**src/rtl/bus_arbiter_pkg.sv**
```systemverilog
// rtl/bus_arbiter_pkg.sv - shared state encodings and constants for the IF/MEM bus arbiter
package bus_arbiter_pkg;

    localparam int BUS_ARB_STATE_W = 2;

    typedef logic [BUS_ARB_STATE_W-1:0] arb_state_t;

    localparam arb_state_t ARB_IDLE   = 2'd0;
    localparam arb_state_t ARB_BUSY_I = 2'd1;
    localparam arb_state_t ARB_BUSY_D = 2'd2;
    localparam arb_state_t ARB_DROP_I = 2'd3;

    localparam int ARB_TIMEOUT_DEFAULT = 255;

    // Instruction returned to IF when its fetch is aborted by the timeout.
    localparam logic [31:0] NOP_INST = 32'h0000_0000;

    // Round-robin bit records which side was served last; reset value favours MEM first.
    localparam logic RR_IF = 1'b0;
    localparam logic RR_D  = 1'b1;

    localparam logic [3:0] SEL_WORD = 4'b1111;

    function automatic logic rr_flip(input logic rr);
        return (rr == RR_IF) ? RR_D : RR_IF;
    endfunction

endpackage

```
**src/rtl/bus_arbiter.sv**
```systemverilog
// rtl/bus_arbiter.sv - shares one Wishbone-classic port between instruction fetch and load/store
module bus_arbiter
    import bus_arbiter_pkg::*;
#(
    parameter int ADDR_W    = 32,
    parameter int DATA_W    = 32,
    parameter int TIMEOUT   = ARB_TIMEOUT_DEFAULT,
    parameter int DATA_PRIO = 1
) (
    input  logic              clk,
    input  logic              rst,
    input  logic              flush_i,
    input  logic              if_req_i,
    input  logic [ADDR_W-1:0] if_addr_i,
    output logic              if_ack_o,
    output logic [DATA_W-1:0] if_rdata_o,
    output logic              if_stallreq_o,
    input  logic              d_req_i,
    input  logic              d_we_i,
    input  logic [3:0]        d_sel_i,
    input  logic [ADDR_W-1:0] d_addr_i,
    input  logic [DATA_W-1:0] d_wdata_i,
    output logic              d_ack_o,
    output logic              d_err_o,
    output logic [DATA_W-1:0] d_rdata_o,
    output logic              d_stallreq_o,
    output logic              s_cyc_o,
    output logic              s_stb_o,
    output logic              s_we_o,
    output logic [3:0]        s_sel_o,
    output logic [ADDR_W-1:0] s_addr_o,
    output logic [DATA_W-1:0] s_wdata_o,
    input  logic              s_ack_i,
    input  logic [DATA_W-1:0] s_rdata_i
);

    localparam int              CNT_W      = (TIMEOUT > 1) ? $clog2(TIMEOUT + 1) : 1;
    localparam logic [CNT_W-1:0] CNT_LAST  = CNT_W'((TIMEOUT > 0) ? TIMEOUT - 1 : 0);
    localparam bit              TIMEOUT_EN = (TIMEOUT != 0);
    localparam bit              PRIO_D     = (DATA_PRIO != 0);

    arb_state_t        state_q, state_d;
    logic              cyc_q, cyc_d;
    logic              we_q, we_d;
    logic [3:0]        sel_q, sel_d;
    logic [ADDR_W-1:0] addr_q, addr_d;
    logic [DATA_W-1:0] wdata_q, wdata_d;
    logic [CNT_W-1:0]  cnt_q, cnt_d;
    logic              rr_q, rr_d;
    logic              if_ack_q, if_ack_d;
    logic              d_ack_q, d_ack_d;
    logic              d_err_q, d_err_d;
    logic [DATA_W-1:0] if_rdata_q, if_rdata_d;
    logic [DATA_W-1:0] d_rdata_q, d_rdata_d;

    logic timed_out;
    logic pulse_cycle;
    logic if_want;
    logic d_wins;

    // The cycle that hits the limit without an ack is the last one cyc stays high.
    assign timed_out   = TIMEOUT_EN && !s_ack_i && (cnt_q == CNT_LAST);
    assign pulse_cycle = if_ack_q || d_ack_q || d_err_q;
    assign if_want     = if_req_i && !flush_i;
    assign d_wins      = d_req_i && (PRIO_D || (rr_q == RR_IF) || !if_want);

    always_comb begin
        state_d    = state_q;
        cyc_d      = cyc_q;
        we_d       = we_q;
        sel_d      = sel_q;
        addr_d     = addr_q;
        wdata_d    = wdata_q;
        cnt_d      = cnt_q;
        rr_d       = rr_q;
        if_ack_d   = 1'b0;
        d_ack_d    = 1'b0;
        d_err_d    = 1'b0;
        if_rdata_d = if_rdata_q;
        d_rdata_d  = d_rdata_q;

        case (state_q)
            ARB_IDLE: begin
                // Requesters still hold req during their ack pulse, so no grant then.
                if (!pulse_cycle) begin
                    if (d_wins) begin
                        state_d = ARB_BUSY_D;
                        cyc_d   = 1'b1;
                        we_d    = d_we_i;
                        sel_d   = d_sel_i;
                        addr_d  = d_addr_i;
                        wdata_d = d_wdata_i;
                        cnt_d   = '0;
                    end else if (if_want) begin
                        state_d = ARB_BUSY_I;
                        cyc_d   = 1'b1;
                        we_d    = 1'b0;
                        sel_d   = SEL_WORD;
                        addr_d  = if_addr_i;
                        wdata_d = '0;
                        cnt_d   = '0;
                    end
                end
            end

            ARB_BUSY_I: begin
                if (s_ack_i) begin
                    state_d = ARB_IDLE;
                    cyc_d   = 1'b0;
                    rr_d    = rr_flip(rr_q);
                    if (!flush_i) begin
                        if_ack_d   = 1'b1;
                        if_rdata_d = s_rdata_i;
                    end
                end else if (flush_i) begin
                    state_d = ARB_DROP_I;
                    cnt_d   = '0;
                end else if (timed_out) begin
                    state_d    = ARB_IDLE;
                    cyc_d      = 1'b0;
                    rr_d       = rr_flip(rr_q);
                    if_ack_d   = 1'b1;
                    if_rdata_d = DATA_W'(NOP_INST);
                end else begin
                    cnt_d = cnt_q + CNT_W'(1);
                end
            end

            ARB_BUSY_D: begin
                if (s_ack_i) begin
                    state_d   = ARB_IDLE;
                    cyc_d     = 1'b0;
                    rr_d      = rr_flip(rr_q);
                    d_ack_d   = 1'b1;
                    d_rdata_d = s_rdata_i;
                end else if (timed_out) begin
                    state_d = ARB_IDLE;
                    cyc_d   = 1'b0;
                    rr_d    = rr_flip(rr_q);
                    d_err_d = 1'b1;
                end else begin
                    cnt_d = cnt_q + CNT_W'(1);
                end
            end

            ARB_DROP_I: begin
                if (s_ack_i || timed_out) begin
                    state_d = ARB_IDLE;
                    cyc_d   = 1'b0;
                    rr_d    = rr_flip(rr_q);
                end else begin
                    cnt_d = cnt_q + CNT_W'(1);
                end
            end

            default: begin
                state_d = ARB_IDLE;
                cyc_d   = 1'b0;
            end
        endcase
    end

    always_ff @(posedge clk or posedge rst) begin
        if (rst) begin
            state_q    <= ARB_IDLE;
            cyc_q      <= 1'b0;
            we_q       <= 1'b0;
            sel_q      <= '0;
            addr_q     <= '0;
            wdata_q    <= '0;
            cnt_q      <= '0;
            rr_q       <= RR_IF;
            if_ack_q   <= 1'b0;
            d_ack_q    <= 1'b0;
            d_err_q    <= 1'b0;
            if_rdata_q <= '0;
            d_rdata_q  <= '0;
        end else begin
            state_q    <= state_d;
            cyc_q      <= cyc_d;
            we_q       <= we_d;
            sel_q      <= sel_d;
            addr_q     <= addr_d;
            wdata_q    <= wdata_d;
            cnt_q      <= cnt_d;
            rr_q       <= rr_d;
            if_ack_q   <= if_ack_d;
            d_ack_q    <= d_ack_d;
            d_err_q    <= d_err_d;
            if_rdata_q <= if_rdata_d;
            d_rdata_q  <= d_rdata_d;
        end
    end

    assign s_cyc_o    = cyc_q;
    assign s_stb_o    = cyc_q;
    assign s_we_o     = we_q;
    assign s_sel_o    = sel_q;
    assign s_addr_o   = addr_q;
    assign s_wdata_o  = wdata_q;
    assign if_ack_o   = if_ack_q;
    assign if_rdata_o = if_rdata_q;
    assign d_ack_o    = d_ack_q;
    assign d_err_o    = d_err_q;
    assign d_rdata_o  = d_rdata_q;

    // Gated by rst so every output reads 0 while reset is held.
    assign if_stallreq_o = !rst && if_req_i && !if_ack_q && !flush_i;
    assign d_stallreq_o  = !rst && d_req_i && !d_ack_q && !d_err_q;

endmodule

```
**config.mk**
```make
export PLATFORM = sky130hd
export DESIGN_NAME = bus_arbiter
export DESIGN_NICKNAME = d
export VERILOG_FILES = /design/src/rtl/bus_arbiter_pkg.sv /design/src/rtl/bus_arbiter.sv
export SDC_FILE = /design/constraint.sdc
export NUM_CORES = 1
export LEC_CHECK = 0
export CAP_MARGIN = 40
export CORE_MARGIN = 2
export CORE_UTILIZATION = 37
export CTS_CLUSTER_SIZE = 20
export DETAILED_ROUTE_END_ITERATION = 7
export HOLD_SLACK_MARGIN = 0.1
export MAX_ROUTING_LAYER = met4
export PLACE_DENSITY = 0.76
export SETUP_SLACK_MARGIN = 0.5
export SYNTH_ARGS = -nofsm -noshare
export SYNTH_HDL_FRONTEND = slang
export SYNTH_SLANG_ARGS = --single-unit
```
**constraint.sdc**
```tcl
create_clock -name clk -period 4.75 [get_ports clk]
set_input_delay 0.95 -clock clk [delete_from_list [all_inputs] [get_ports clk]]
set_output_delay 0.95 -clock clk [all_outputs]
set_load 0.05 [all_outputs]
```
Word-level counts from Yosys, hierarchy flattened
Cells that the tools add are included.

Register bits: 147. Bits of input ports: 139. Output and inout bits: 140. Logic and storage cells: 100.

Add/subtract/negate cells: 1. Equality and inequality tests: 11. Multiplexer cells: 48. Bitwise operators: 2. Reduce and logical (&&, ||, !) cells: 26.

Operator list (number): $mux 32 (8); $mux 8 (8); $pmux 8 s4 (1); $mux 1 (19); $mux 2 (8); $ne 2x2->1 const B (5); $reduce_and 3->1 (3); $add 8x1->8 const B (1); $eq 8x8->1 const B (1); $logic_and 1x1->1 (8); $mux 4 (2); $pmux 2 s4 (1); $logic_not 1->1 (6); $ne 3x3->1 const B (2); $reduce_and 5->1 (1); $eq 2x2->1 const B (2); $pmux 1 s4 (1); $reduce_and 4->1 (1); $reduce_bool 2->1 (2); $logic_or 1x1->1 (3); $eq 2x1->1 const B (1); $logic_not 2->1 (1); $not 1->1 (2); $reduce_and 2->1 (1).

Depth between registers and ports, before layout
Depth in word-level cells: 6. Mapped depth: 8. Depth with buffers taken out: 7.

Worst setup path before layout
No wires, ideal clock.

Kind: input to output. Start: input port d_req_i. End: output port d_stallreq_o. Data arrival time: 3181 ps. Required time: 3800 ps. Setup slack: 619 ps. Stages: 3. Buffers on the path: 2. Path through: buf_1 > buf_2 > nor4b_1.

Word-level cells in the longest chain between the ends: 3.

Ends and longest elaborated chain: start, declared (RTL line bus_arbiter.sv:18) `input logic d_req_i,`; $logic_and 1x1->1 (3 in a row) (RTL line bus_arbiter.sv:209) `assign d_stallreq_o = !rst && d_req_i && !d_ack_q && !d_err_q;`; end, declared (RTL line bus_arbiter.sv:26) `output logic d_stallreq_o,`.

Every way passes these cells.

Worst setup path in the final report
Start: input port flush_i. End: output port if_stallreq_o.

Word-level cells in the longest chain between the ends: 2.

Ends and longest elaborated chain: start, declared (RTL line bus_arbiter.sv:12) `input logic flush_i,`; $logic_not 1->1 (RTL line bus_arbiter.sv:208) `assign if_stallreq_o = !rst && if_req_i && !if_ack_q && !flush_i;`; $logic_and 1x1->1 (RTL line bus_arbiter.sv:208); end, declared (RTL line bus_arbiter.sv:17) `output logic if_stallreq_o,`.

Every way passes these cells.

==> metrics.yaml <==
global_route:
  grt_max_degree: 148
  antenna_found_initial: 0
  track_usage: 0.209
  grt_pass1_wl_mm: 27.9
  grt_overflow: 0
  grt_pass1_vias: 5344
sta:
  grt_setup_unrepaired: "no"
  slew-limit-headroom: 0.451
  worst_slew_pin_slew_ns: 0.823
  fin_crit_sh: 0.795
  hold_viol: 0
  fin_tns_setup_ns: 0
  fmax_ghz: 0.265
  slew_violations: 0
  setup_viol_count_final: 0
  min_period_ns: 3.77
  skew_ns: 0.00860
placed_design:
  port_buffers: 278
  gp_congestion: 0.829
  hpwl_mm: 12.6
drt:
  drtIter0Drc: 202
  first_pass_iters: 4
  antenna_left: 0
  wirelength_mm: 17.0
  drc_errors: 0
  vias_per_cell: 5.00
  wl_per_cell_um: 17.4
  vias: 4869
critical_path:
  startpoint: "flush_i"
  cp-start-kind: "input port"
  r2r-start: "state_q[1]"
  critPathCaptureType: "output pin"
  crit_path_max_fanout: 4
  arrival_ns: 2.82
  reg2regPathDepth: 7
  path_class: "in -> out"
  rrSetupSlack_ns: 2.54
  cp_slowest_cell: "clkdlybuf4s50_1"
  required_ns: 3.80
  cp-endpoint: "if_stallreq_o"
  slowest_delay_ns: 0.84
  rr_endpoint: "cnt_q[6]"
  crit_top_cell: "clkdlybuf4s50_1"
  crit_chain: "clkdlybuf4s50_1 -> nor2b_1 -> nor3b_1 -> clkdlybuf4s50_1"
yosys:
  post_synth_num_cell_types: 38
  ys.flop_type: "dfrtp_1"
  synth_cells: 474
  ys_seq_elements: 147
  synth_area_sq_um: 5990
  syn_nets: 619
  synth_enable_flop_cells: 0
  syn_avg_cell_area_sq_um: 12.6
  async_flop_share: 1.00
  yosysWarningCount: 0
  seq_area_frac_synth: 0.615
floorplan:
  pin_count: 279
  die_width_um: 131
  std_cell_rows: 46
  fp.coreArea_sq_um: 15800
  die_height_um: 131
  die_area_sq_um: 17200
  initial_core_util: 0.378
clock_tree:
  clock_latency_ns: 0.42
  post_cts_buffers: 0
  clk_path_buf_depth: 2
  path_clk_slew_ns: 0.05
  clock_sinks: 147
  post_cts_resized: 0
  hold_buffers: 0
  cts_tree: "done"
  clock-root-buffer: "clkbuf_16"
  htree_levels: 4
  cts_made_buffers: 17
cells_and_area:
  area_growth_pct: 59.9
  post-route-util: 0.605
  num_antenna_cells: 0
  final_layout_size_suffix_gt1_frac: 0.0963
  final_nets: 891
job:
  maxCapViolations: 0
power_and_ir_drop:
  power.density_nw_per_um2: 817
  p_leak_nw: 4.15
  worst_ir_drop_vdd_uv: 573
outcome:
  status: "finished, final reports clean"
hold_path:
  hp-class: "reg -> reg"
-- Yosys cell counts, types with 4 or more instances --
master	number	area [sq um]
dfrtp_1	147	3680
a22o_1	66	578
nand2_1	46	173
mux2_2	32	360
mux2i_1	32	320
o21ai_0	32	160
clkbuf_1	16	60.1
inv_1	12	45.0
a21oi_1	9	45.0
buf_2	8	40.0
nor2b_1	7	43.8
ha_1	6	75.1
o21ai_1	6	30.0
a31oi_1	5	31.3
buf_1	5	18.8
nor2_1	5	18.8
nor3_1	4	20.0
-- registers in the layout, indices dropped and copies added (netlist names) --
register and flops:
d_rdata_o 32, if_rdata_o 32, s_addr_o 32, s_wdata_o 32, cnt_q 8, s_sel_o 4, state_q 2, d_ack_o 1
d_err_o 1, if_ack_o 1, s_cyc_o 1, s_we_o 1
-- logic make-up (layout without fill, tap and decap cells) --
| family | after synthesis | after routing | share of synthesized area |
|---|---|---|---|
| flip-flops | 147 | 147 | 0.615 |
| AO/OA/AOI/OAI | 135 | 135 | 0.165 |
| AND/OR/NAND/NOR | 76 | 76 | 0.0583 |
| multiplexers | 65 | 65 | 0.116 |
| buffers and inverters | 45 | 329 | 0.0343 |
| adder cells (fa/ha/maj) | 6 | 6 | 0.0125 |
-- layer usage --
layer  wire (um)  global-route usage  vias up
met4         288              0.0713        0
met1        6880               0.238     2377
met5           0                   -        -
met2        8520               0.348      210
li1            -                   -     2259
met3        1300              0.0714       23
-- critical path, delay by kind of cell --
| kind | cells | cell delay [ns] |
|---|---|---|
| simple gates | 2 | 0.56 |
| buf+inv | 2 | 1.31 |
-- where the power goes --
| part | internal (mW) | switching [mW] | leakage, nW |
|---|---|---|---|
| Combinational | 1.54 | 2.83 | 2.04 |
| Sequential | 1.82 | 0.329 | 1.83 |
| Clock | 0.789 | 0.517 | 0.277 |
| Total | 4.15 | 3.67 | 4.15 |
-- worst min-delay path by stage --
stage	end	cells after the start	startpoint
floorplan	cnt_q[3]	1	cnt_q[3]
global route	s_sel_o[3]	2	s_sel_o[3]
CTS	s_sel_o[3]	2	s_sel_o[3]
detailed placement	s_sel_o[3]	2	s_sel_o[3]
global placement	s_sel_o[3]	2	s_sel_o[3]
finish	s_sel_o[3]	2	s_sel_o[3]
-- metrics by stage --
stage	cells	setup slack [ns]	hold WS [ns]	area, sq um	power (mW)
3_5_place_dp	943	0.963	0.472	9000	6.55
2_1_floorplan	474	0.619	0.488	5990	4.98
6_report	974	0.976	0.481	9570	7.82
3_3_place_gp	940	0.984	0.462	8930	6.40
5_1_grt	974	0.906	0.501	9570	8.19
4_1_cts	974	0.958	0.485	9570	7.89
-- placed cells by master, fill, tap and decap left out, types with 7 or more instances in the layout --
| master | instances |
|---|---|
| dfrtp_1 | 147 |
| nand2_1 | 46 |
| clkbuf_16 | 17 |
| mux2_2 | 32 |
| inv_1 | 11 |
| a21oi_1 | 9 |
| o21ai_0 | 32 |
| clkdlybuf4s50_1 | 277 |
| mux2i_1 | 32 |
| a22o_1 | 66 |
| nor2b_1 | 7 |
-- cell type report --
cell class                 instances  area, sq um
sequential                       147         3680
fill                            1285         6250
inverter                          12         48.8
multi-input combinational        282         2100
clock inverter                    11          129
timing repair buffer             286         2900
clock buffer                      20          447
tap                              216          270
Power figures use the tool's default switching activity.
